<file path="config.mk">
export PLATFORM = sky130hd
export DESIGN_NAME = ccd_frame_sequencer
export DESIGN_NICKNAME = d
export VERILOG_FILES = /design/src/rtl/ccd_frame_sequencer.sv
export SDC_FILE = /design/constraint.sdc
export NUM_CORES = 1
export LEC_CHECK = 0
export CORE_UTILIZATION = 49
export DETAILED_ROUTE_END_ITERATION = 12
export PLACE_DENSITY = 0.68
export SLEW_MARGIN = 0
export SYNTH_ARGS = -nofsm -noshare
export SYNTH_HDL_FRONTEND = slang
export SYNTH_SLANG_ARGS = --single-unit
</file>
<file path="constraint.sdc">
create_clock -name Master_clk -period 5.02 [get_ports Master_clk]
set_input_delay 1.004 -clock Master_clk [delete_from_list [all_inputs] [get_ports Master_clk]]
set_output_delay 1.004 -clock Master_clk [all_outputs]
set_load 0.05 [all_outputs]
</file>
<file path="src/rtl/ccd_frame_sequencer.sv">
// ccd_frame_sequencer: ICG/SH frame timing and per-pixel ADC strobes for a linear CCD.
// Define CCD_DUMMY_MASK_EN to strobe only the effective pixels 32..3679, re-indexed from 0.
module ccd_frame_sequencer #(
   parameter int PIXELS      = 3694,
   parameter int CLK_PER_PIX = 4,
   parameter int T_LEAD      = 10,
   parameter int T_TRAIL     = 1
) (
   input  logic        Master_clk,
   input  logic        rst,
   input  logic        start,
   input  logic        stop,
   input  logic [15:0] cfg_sh_width,
   input  logic [31:0] cfg_int_period,
   input  logic [15:0] cfg_frames,
   output logic        busy,
   output logic        CCD_ICG,
   output logic        CCD_SH,
   output logic        pix_valid,
   output logic [11:0] pix_index,
   output logic        frame_done,
   output logic        cfg_err
);
   localparam int PW = $clog2(CLK_PER_PIX + 1);
   localparam logic [PW-1:0] PPH_LAST = PW'(CLK_PER_PIX - 1);
   localparam logic [11:0] PIX_LAST = 12'(PIXELS - 1);
   localparam logic [31:0] LEAD = 32'(T_LEAD);
   localparam logic [31:0] EDGES = 32'(T_LEAD + T_TRAIL);
`ifdef CCD_DUMMY_MASK_EN
   localparam logic [11:0] EFF_FIRST = 12'd32;
   localparam logic [11:0] EFF_LAST = 12'd3679;
`endif

   typedef enum logic [1:0] {IDLE, ICG_PULSE, READOUT} state_t;

   state_t r_state, w_state_n;
   logic [31:0] r_cnt, w_cnt_n, r_ph, w_ph_n, r_ip, w_ip_n, w_ip_c;
   logic [15:0] r_sh_w, w_sh_n, w_sh_c, r_frames, w_frames_n, r_fcnt, w_fcnt_n;
   logic [PW-1:0] r_pph, w_pph_n;
   logic [11:0] r_pix, w_pix_n, w_idx_n, r_pix_index;
   logic r_stop_pend, r_busy, r_icg, r_sh, r_valid, r_frame_done, r_err;
   logic w_short, w_clamp, w_go, w_latch, w_last_icg, w_end_run;
   logic w_strobe_n, w_valid_n, w_sh_out_n, w_last_n, w_err_n;

   assign busy = r_busy;
   assign CCD_ICG = r_icg;
   assign CCD_SH = r_sh;
   assign pix_valid = r_valid;
   assign pix_index = r_pix_index;
   assign frame_done = r_frame_done;
   assign cfg_err = r_err;

   // r_ph is the distance from the most recent SH rise; it restarts at the ICG-phase rise and on each shutter period.
   always_comb begin
      w_sh_c = (cfg_sh_width == 16'd0) ? 16'd1 : cfg_sh_width;
      w_short = (cfg_int_period != 32'd0) && (cfg_int_period <= {16'd0, w_sh_c});
      w_clamp = (cfg_sh_width == 16'd0) || w_short;
      w_ip_c = w_short ? 32'd0 : cfg_int_period;
      w_go = (r_state == IDLE) && start && !stop;
      w_last_icg = (r_state == ICG_PULSE) && (r_cnt == EDGES + {16'd0, r_sh_w} - 32'd1);
      w_end_run = r_stop_pend || stop || (r_frames != 16'd0 && r_fcnt + 16'd1 == r_frames);
      w_latch = w_go || (r_frame_done && !w_end_run);
      w_state_n = w_go ? ICG_PULSE : w_last_icg ? READOUT : r_frame_done ? (w_end_run ? IDLE : ICG_PULSE) : r_state;
      w_cnt_n = (w_state_n == ICG_PULSE && r_state == ICG_PULSE) ? r_cnt + 32'd1 : 32'd0;
      w_sh_n = w_latch ? w_sh_c : r_sh_w;
      w_ip_n = w_latch ? w_ip_c : r_ip;
      w_frames_n = w_latch ? cfg_frames : r_frames;
      w_fcnt_n = w_go ? 16'd0 : (r_frame_done && !w_end_run) ? r_fcnt + 16'd1 : r_fcnt;
      w_err_n = w_go ? w_clamp : r_err | (w_latch & w_clamp);
      w_ph_n = (w_state_n != READOUT && w_cnt_n <= LEAD) ? 32'd0 : (r_ph + 32'd1 == r_ip) ? 32'd0 : r_ph + 32'd1;
      w_pph_n = (w_state_n == READOUT && r_state == READOUT && r_pph != PPH_LAST) ? r_pph + PW'(1) : '0;
      w_pix_n = (w_state_n != READOUT || r_state != READOUT) ? 12'd0 : (r_pph == PPH_LAST) ? r_pix + 12'd1 : r_pix;
      w_strobe_n = (w_state_n == READOUT) && (w_pph_n == PPH_LAST);
`ifdef CCD_DUMMY_MASK_EN
      w_valid_n = w_strobe_n && (w_pix_n >= EFF_FIRST) && (w_pix_n <= EFF_LAST);
      w_idx_n = w_pix_n - EFF_FIRST;
`else
      w_valid_n = w_strobe_n;
      w_idx_n = w_pix_n;
`endif
      w_sh_out_n = (w_state_n == ICG_PULSE && w_cnt_n >= LEAD && w_ph_n < {16'd0, w_sh_n}) ||
                   (w_state_n == READOUT && r_ip != 32'd0 && w_ph_n < {16'd0, r_sh_w});
      w_last_n = (w_state_n == READOUT) && (w_pix_n == PIX_LAST) && (w_pph_n == PPH_LAST);
   end

   always_ff @(posedge Master_clk or negedge rst) begin
      if (!rst) begin
         r_state <= IDLE;
         r_cnt <= '0;
         r_ph <= '0;
         r_ip <= '0;
         r_sh_w <= '0;
         r_frames <= '0;
         r_fcnt <= '0;
         r_pph <= '0;
         r_pix <= '0;
         r_pix_index <= '0;
         r_stop_pend <= 1'b0;
         r_busy <= 1'b0;
         r_icg <= 1'b0;
         r_sh <= 1'b0;
         r_valid <= 1'b0;
         r_frame_done <= 1'b0;
         r_err <= 1'b0;
      end else begin
         r_state <= w_state_n;
         r_cnt <= w_cnt_n;
         r_ph <= w_ph_n;
         r_ip <= w_ip_n;
         r_sh_w <= w_sh_n;
         r_frames <= w_frames_n;
         r_fcnt <= w_fcnt_n;
         r_pph <= w_pph_n;
         r_pix <= w_pix_n;
         r_pix_index <= w_valid_n ? w_idx_n : r_pix_index;
         r_stop_pend <= (w_state_n == IDLE) ? 1'b0 : (r_stop_pend | stop);
         r_busy <= (w_state_n != IDLE);
         r_icg <= (w_state_n == ICG_PULSE);
         r_sh <= w_sh_out_n;
         r_valid <= w_valid_n;
         r_frame_done <= w_last_n;
         r_err <= w_err_n;
      end
   end
endmodule

</file>
### Word level (Yosys, flattened, before mapping)

Cells that the tools add are included.

| word-level totals | value |
|---|---|
| logic and storage cells | 95 |
| input port bits | 68 |
| output and inout port bits | 18 |
| flip-flop bits (word level) | 180 |

| cells by class | value |
|---|---|
| reductions and logical operators | 33 |
| equal/unequal tests | 13 |
| mux-type cells | 17 |
| add/subtract/negate cells | 7 |
| bitwise logic cells | 3 |
| magnitude comparators | 5 |

Operators with widths:

| kind | number |
|---|---|
| $mux 32 | 4 |
| $add 32x1->32 const B | 2 |
| $eq 32x32->1 | 2 |
| $lt 32x16->1 | 2 |
| $mux 16 | 4 |
| $reduce_bool 32->1 | 2 |
| $ge 32x4->1 const B | 1 |
| $le 32x16->1 | 1 |
| $le 32x4->1 const B | 1 |
| $mux 12 | 2 |
| $sub 17x1->18 const B | 1 |
| $add 4x16->17 const A | 1 |
| $logic_and 1x1->1 | 17 |
| $add 16x1->16 const B | 1 |
| $eq 16x16->1 | 1 |
| $logic_not 16->1 | 1 |
| $reduce_bool 16->1 | 1 |
| $add 12x1->12 const B | 1 |
| $eq 12x12->1 const B | 1 |
| $eq 3x2->1 const B | 2 |
| $logic_or 1x1->1 | 6 |
| $mux 2 | 3 |
| $eq 2x1->1 const B | 2 |
| $eq 2x2->1 const B | 2 |
| other kinds (10) | 17 |

### Longest topological paths before layout

| depth | value |
|---|---|
| word-level depth | 17 |
| mapped depth | 22 |

### Worst setup path after synthesis

OpenSTA, ideal clock, no wires.

| timing path | value |
|---|---|
| path type | reg2reg |
| from | register r_fcnt[0] |
| to | register r_sh, in the netlist CCD_SH |
| slack | 0.390 ns |
| required time | 4.942 ns |
| period minus slack after synthesis | 4.630 ns |
| data arrival time | 4.552 ns |
| path buffers | 2 |
| cell stages (with the launch flop) | 21 |
| cells stage by stage | dfrtp_1 > ha_1 > nand3_2 > or4_1 > a2111oi_1 > and3_1 > buf_6 > o211ai_1 > a211o_1 > o21ai_4 > buf_6 > nor2_2 > ha_1 > a21o_1 > a21o_1 > a21o_1 > a21o_1 > a211oi_1 > o21ai_0 > o41ai_1 > o2bb2ai_1 |

| between the ends | value |
|---|---|
| word-level cells in the longest chain between the ends | 17 |
| elaborated cells between the ends (all ways) | 28 |
| classes of those cells | add/sub: 1; order compare: 4; eq/ne: 4; mux: 7; reduce/logical: 12 |

RTL lines:

| element | RTL line | source |
|---|---|---|
| start, declared | 38 | `logic [15:0] r_sh_w, w_sh_n, w_sh_c, r_frames, w_frames_n, r_fcnt, w_fcnt_n;` |
| start signal, assigned | 112 | `r_fcnt <= w_fcnt_n;` |
| $add 16x1->16 * | 61 | `w_end_run = r_stop_pend \|\| stop \|\| (r_frames != 16'd0 && r_fcnt + 16'd1 == r_frames);` |
| $eq 16x16->1 * | 61 |  |
| $logic_and 1x1->1 * | 61 |  |
| $logic_or 1x1->1 * | 61 |  |
| $mux 1 * | 63 | `w_state_n = w_go ? ICG_PULSE : w_last_icg ? READOUT : r_frame_done ? (w_end_run ? IDLE : ICG_PULSE) : r_state;` |
| $mux 2 * (3 in a row) | 63 |  |
| $eq 2x1->1 | 64 | `w_cnt_n = (w_state_n == ICG_PULSE && r_state == ICG_PULSE) ? r_cnt + 32'd1 : 32'd0;` |
| $logic_and 1x1->1 | 64 |  |
| $mux 32 | 64 |  |
| $le 32x4->1 | 70 | `w_ph_n = (w_state_n != READOUT && w_cnt_n <= LEAD) ? 32'd0 : (r_ph + 32'd1 == r_ip) ? 32'd0 : r_ph + 32'd1;` |
| $logic_and 1x1->1 * | 70 |  |
| $mux 32 * | 70 |  |
| named net w_ph_n[9] | 37 | `logic [31:0] r_cnt, w_cnt_n, r_ph, w_ph_n, r_ip, w_ip_n, w_ip_c;` |
| $lt 32x16->1 (on tied branches) | 81, 82 |  |
| $logic_and 1x1->1 (on tied branches) | 81, 82 |  |
| $logic_or 1x1->1 * | 81 | `w_sh_out_n = (w_state_n == ICG_PULSE && w_cnt_n >= LEAD && w_ph_n < {16'd0, w_sh_n}) \|\|` |
| named net w_sh_out_n | 43 | `logic w_strobe_n, w_valid_n, w_sh_out_n, w_last_n, w_err_n;` |
| end signal, assigned | 119 | `r_sh <= w_sh_out_n;` |
| end, declared | 41 | `logic r_stop_pend, r_busy, r_icg, r_sh, r_valid, r_frame_done, r_err;` |

Mark *: on every way through the listed nets, which the timed path passes. The rest lies on a longest branch.
A chain may end at the register's enable or synchronous reset.

### Final worst setup path

| timing path | value |
|---|---|
| from | register r_ph[19] |
| to | register r_sh, in the netlist CCD_SH |

| between the ends | value |
|---|---|
| word-level cells in the longest chain between the ends | 7 |
| elaborated cells between the ends (all ways) | 9 |
| classes of those cells | add/sub: 1; order compare: 2; eq/ne: 1; mux: 2; reduce/logical: 3 |

RTL lines:

| element | RTL line | source |
|---|---|---|
| start, declared | 37 |  |
| start signal, assigned | 108 | `r_ph <= w_ph_n;` |
| $add 32x1->32 * | 70 |  |
| $eq 32x32->1 * | 70 |  |
| $mux 32 * (2 in a row) | 70 |  |
| named net w_ph_n[11] | 37 |  |
| $lt 32x16->1 (on tied branches) | 81, 82 |  |
| $logic_and 1x1->1 (on tied branches) | 81, 82 |  |
| $logic_or 1x1->1 * | 81 |  |
| named net w_sh_out_n | 43 |  |

Marked as above.

==> summary.md <==
| Metric | Value |
|---|---|
| Status | finished, final reports clean |
| Flop-to-flop setup slack | between 150 and 200 ps |
| Peak supply drop | 0.199 mV |
| Worst Path Arrival | 5170 ps |
| Delay-heaviest family, CP | simple AND/OR/NAND/NOR gates |
| Ys Warns | 0 |
| Root buffer cell | clkbuf_16 |
| Starting Density | 0.501 |
| FFs w/ async S/R, synth | 1.00 |
| Worst clock skew | 18.3 ps |
| Final Hold Viols | 0 |
| Synthesized Nets | 1463 |
| DRT Wirelength | 34.1 mm |
| Largest net degree at the start of global routing | 121 |
| Max Clock Freq | 206 MHz |
| Final net count | 1606 |
| GP Congestion | 0.962 |
| Area Growth Syn to Fin | 20.1% |
| Mapped Area | around 0.012 mm2 |
| Drt pass-1 iters | 5 |
| Die H | around 160 um |
| Layout cell share with drive strength beyond 1 | 0.176 |
| Later-pin clock latency in the skew report | 450 ps |
| Final std cells w/o fill | between 1.5k and 2k |
| Die X | 160 um |
| Total grt overflow | 0 |
| DP HPWL | 25.8 mm |
| DRC viols | 0 |
| Placed Area | between 0.01 and 0.015 mm2 |
| EDFF count, synth | 0 |
| Die area | 0.0257 mm2 |
| Placed cells | 1784 |
| FF+latch count, synth | 180 |
| FF-to-FF End | CCD_SH |
| Crit path max fanout | 7 |
| Max Root-Sink Buffers | 2 |
| Gr usage total | 0.273 |
| TritonCTS clock tree | built |
| Clock transition at path regs | 80 ps |
| 1st-iter DRT viols | approximately 850 |
| Initial antenna violation count | 0 |
| H-tree lvl count | 4 |
| FP Rows | 57 |
| Largest stage delay, worst path | 620 ps |
| Synthesized area per cell | roughly 9.1 um2 |
| Register area share after synthesis | 0.367 |
| Critical path's slowest cell | or4_1 |
| Number of routed nets with antenna violations | 0 |
| Max-cap violations | 0 |
| Cts bufs inserted | 17 |
| Worst-Margin Slew | 758 ps |
| I/O Buffers | 85 |
| Final worst-path cycle share | 0.966 |
| CP cell instances | nand4_1 -> or4_1 -> nor4_4 -> xor2_1 -> o21ai_0 -> nor4_1 -> nand4_1 -> o21ai_4 -> buf_6 -> nor2_2 -> ha_1 -> nand4_1 -> or3_4 -> or3_1 -> o211a_1 -> o21ai_0 -> a2bb2oi_1 -> o2bb2ai_1 |
| Setup violators final | 0 |
| Hold buffer count at cts | 0 |
| DR WL/cell | 18.7 um |
| Setup CP Type | register to register |
| Core ar. | ~0.024 mm2 |
| Reg2Reg Depth | 18 |
| P_leak | 6.46 nW |
| Critical Path Start Type | register |
| Most frequent cells in the layout | 175 x dfrtp_1, 112 x nand2_1, 110 x nor2_1 |
| Hold endpoint | r_pph[0] |
| Routed vias | 10.7k |
| Crit path buf inv count | 1 |
| Worst rel slew slack | 0.490 |
| CTS Sinks | 180 |
| Final Max Tran Viols | 0 |
| CP endpoint kind | register |
| Critical path's most frequent cell | nand4_1 |
| P per Cell Area | 216 mW/mm2 |
| Post-route cell area | 0.0147 mm2 |
| First-pass GRT wire length | 55.4 mm |
| Worst min path class | register to register |
| Fillers | between 2k and 2.5k |
| Min cycle time layout | approximately 4800 ps |
| Drt via density | 5.87 |
| Critical Path RT | 5340 ps |
| Synth unique cells | 95 |
| Tot Pwr | 3.18 mW |
| Post-synth top flop | dfrtp_1 |
| Cells after Synth | approximately 1.3k |
| Min-Delay Startpoint | r_pph[0] |
| Vias in the first global route | 10.3k |
| Worst Hold Depth | 1 |
| Ant diodes | 0 |
| Most frequent standard cell in the layout excluding fill and tap cells | dfrtp_1 |
| Io pins | 86 |
| Reg2reg start | r_ph[19] |
-- metal layers --
metal,global-route usage,vias to the layer above,part of all wire,wire length [um]
li1,-,5104,-,-
met2,0.404,367,0.43,14600
met4,0.0758,0,0.022,748
met1,0.404,5180,0.48,16300
met3,0.0545,48,0.070,2400
met5,0,-,0,0
-- per-stage QoR --
stage,setup WS (ps),TNS (ps),hold slack [ps],utilization
after floorplan,390,0,427,-
after global placement,-62.2,-62.2,440,0.570
after detailed placement,-185,-185,451,0.570
after CTS,33.8,0,462,0.596
after global routing,-121,-121,474,0.602
final,172,0,462,0.602
-- what timing repair did --
| action | 4_1_cts | 5_1_grt |
|---|---|---|
| hold endpoints to repair | 0 | 0 |
| buffers inserted | 0 | 6 |
| pin swaps | 0 | 8 |
| endpoints found under the setup margin | 1 | 1 |
| gates resized for setup | 1 | 24 |
-- flip-flops by register name, indices dropped and copies added (netlist names) --
register	flops
r_frames	16
r_pph	3
r_ip	32
r_fcnt	16
r_stop_pend	1
CCD_SH	1
r_cnt	32
r_ph	32
CCD_ICG	1
pix_index	12
r_pix	12
r_sh_w	16
cfg_err	1
r_state	2
frame_done	1
busy	1
pix_valid	1
-- worst max path at each step --
stage	startpoint	end	slack [ps]	cells past startpoint
after floorplan	r_fcnt[0]	CCD_SH	390	20
after global placement	start	CCD_SH	-60	20
after detailed placement	start	CCD_SH	-180	22
after CTS	r_cnt[1]	CCD_SH	30	19
after global routing	r_ph[1]	CCD_SH	-120	21
final	r_ph[19]	CCD_SH	170	18
-- cells by family after synthesis --
| logic type | share of synthesized area |
|---|---|
| adder cells (fa/ha/maj) | 0.0541 |
| buffers and inverters | 0.0501 |
| flip-flops | 0.367 |
| XOR/XNOR | 0.127 |
| AO/OA/AOI/OAI | 0.103 |
| multiplexers | 0.0501 |
| AND/OR/NAND/NOR | 0.249 |
-- final cells by class --
class	instances	area (um2)	area share
timing repair buffer	191	1690	0.114
inverter	71	267	0.0181
clock buffer	18	439	0.0298
tap	324	405	0.0275
clock inverter	14	184	0.0125
multi-input combinational	1024	7240	0.491
sequential	180	4510	0.306
-- where the power goes --
part	leakage (nW)	internal (mW)	switching (mW)
clock	0.304	0.735	0.681
sequential	2.45	1.47	0.0320
combinational	3.71	0.130	0.131
total	6.46	2.33	0.844
-- cells in the mapped netlist (6+ instances only) --
| master | count | area share |
|---|---|---|
| a31oi_1 | 8 | 0.0041 |
| buf_2 | 19 | 0.0078 |
| nand2_1 | 113 | 0.035 |
| nor2b_1 | 11 | 0.0056 |
| nor2_2 | 31 | 0.016 |
| dfrtp_1 | 180 | 0.37 |
| or3_1 | 9 | 0.0046 |
| or2_2 | 9 | 0.0046 |
| xnor3_1 | 8 | 0.015 |
| o211ai_1 | 11 | 0.0067 |
| nand2b_1 | 10 | 0.0051 |
| nor2_1 | 111 | 0.034 |
| xor2_1 | 55 | 0.039 |
| mux2_2 | 35 | 0.032 |
| buf_6 | 6 | 0.0055 |
| and4_1 | 10 | 0.0071 |
| nor3_1 | 31 | 0.013 |
| nor4_1 | 61 | 0.031 |
| mux2i_1 | 22 | 0.018 |
| a211oi_1 | 11 | 0.0067 |
| o21ai_0 | 47 | 0.019 |
| a21oi_1 | 33 | 0.013 |
| xnor2_1 | 99 | 0.071 |
| nand3_1 | 53 | 0.022 |
| inv_1 | 69 | 0.021 |
| ha_1 | 53 | 0.054 |
| clkbuf_1 | 31 | 0.0095 |
| o31ai_1 | 8 | 0.0049 |
| a21o_1 | 14 | 0.0086 |
| or4_1 | 11 | 0.0067 |
| and3_1 | 12 | 0.0061 |
| nand4_1 | 55 | 0.028 |
Note: power is estimated with default switching activity, not from simulation.
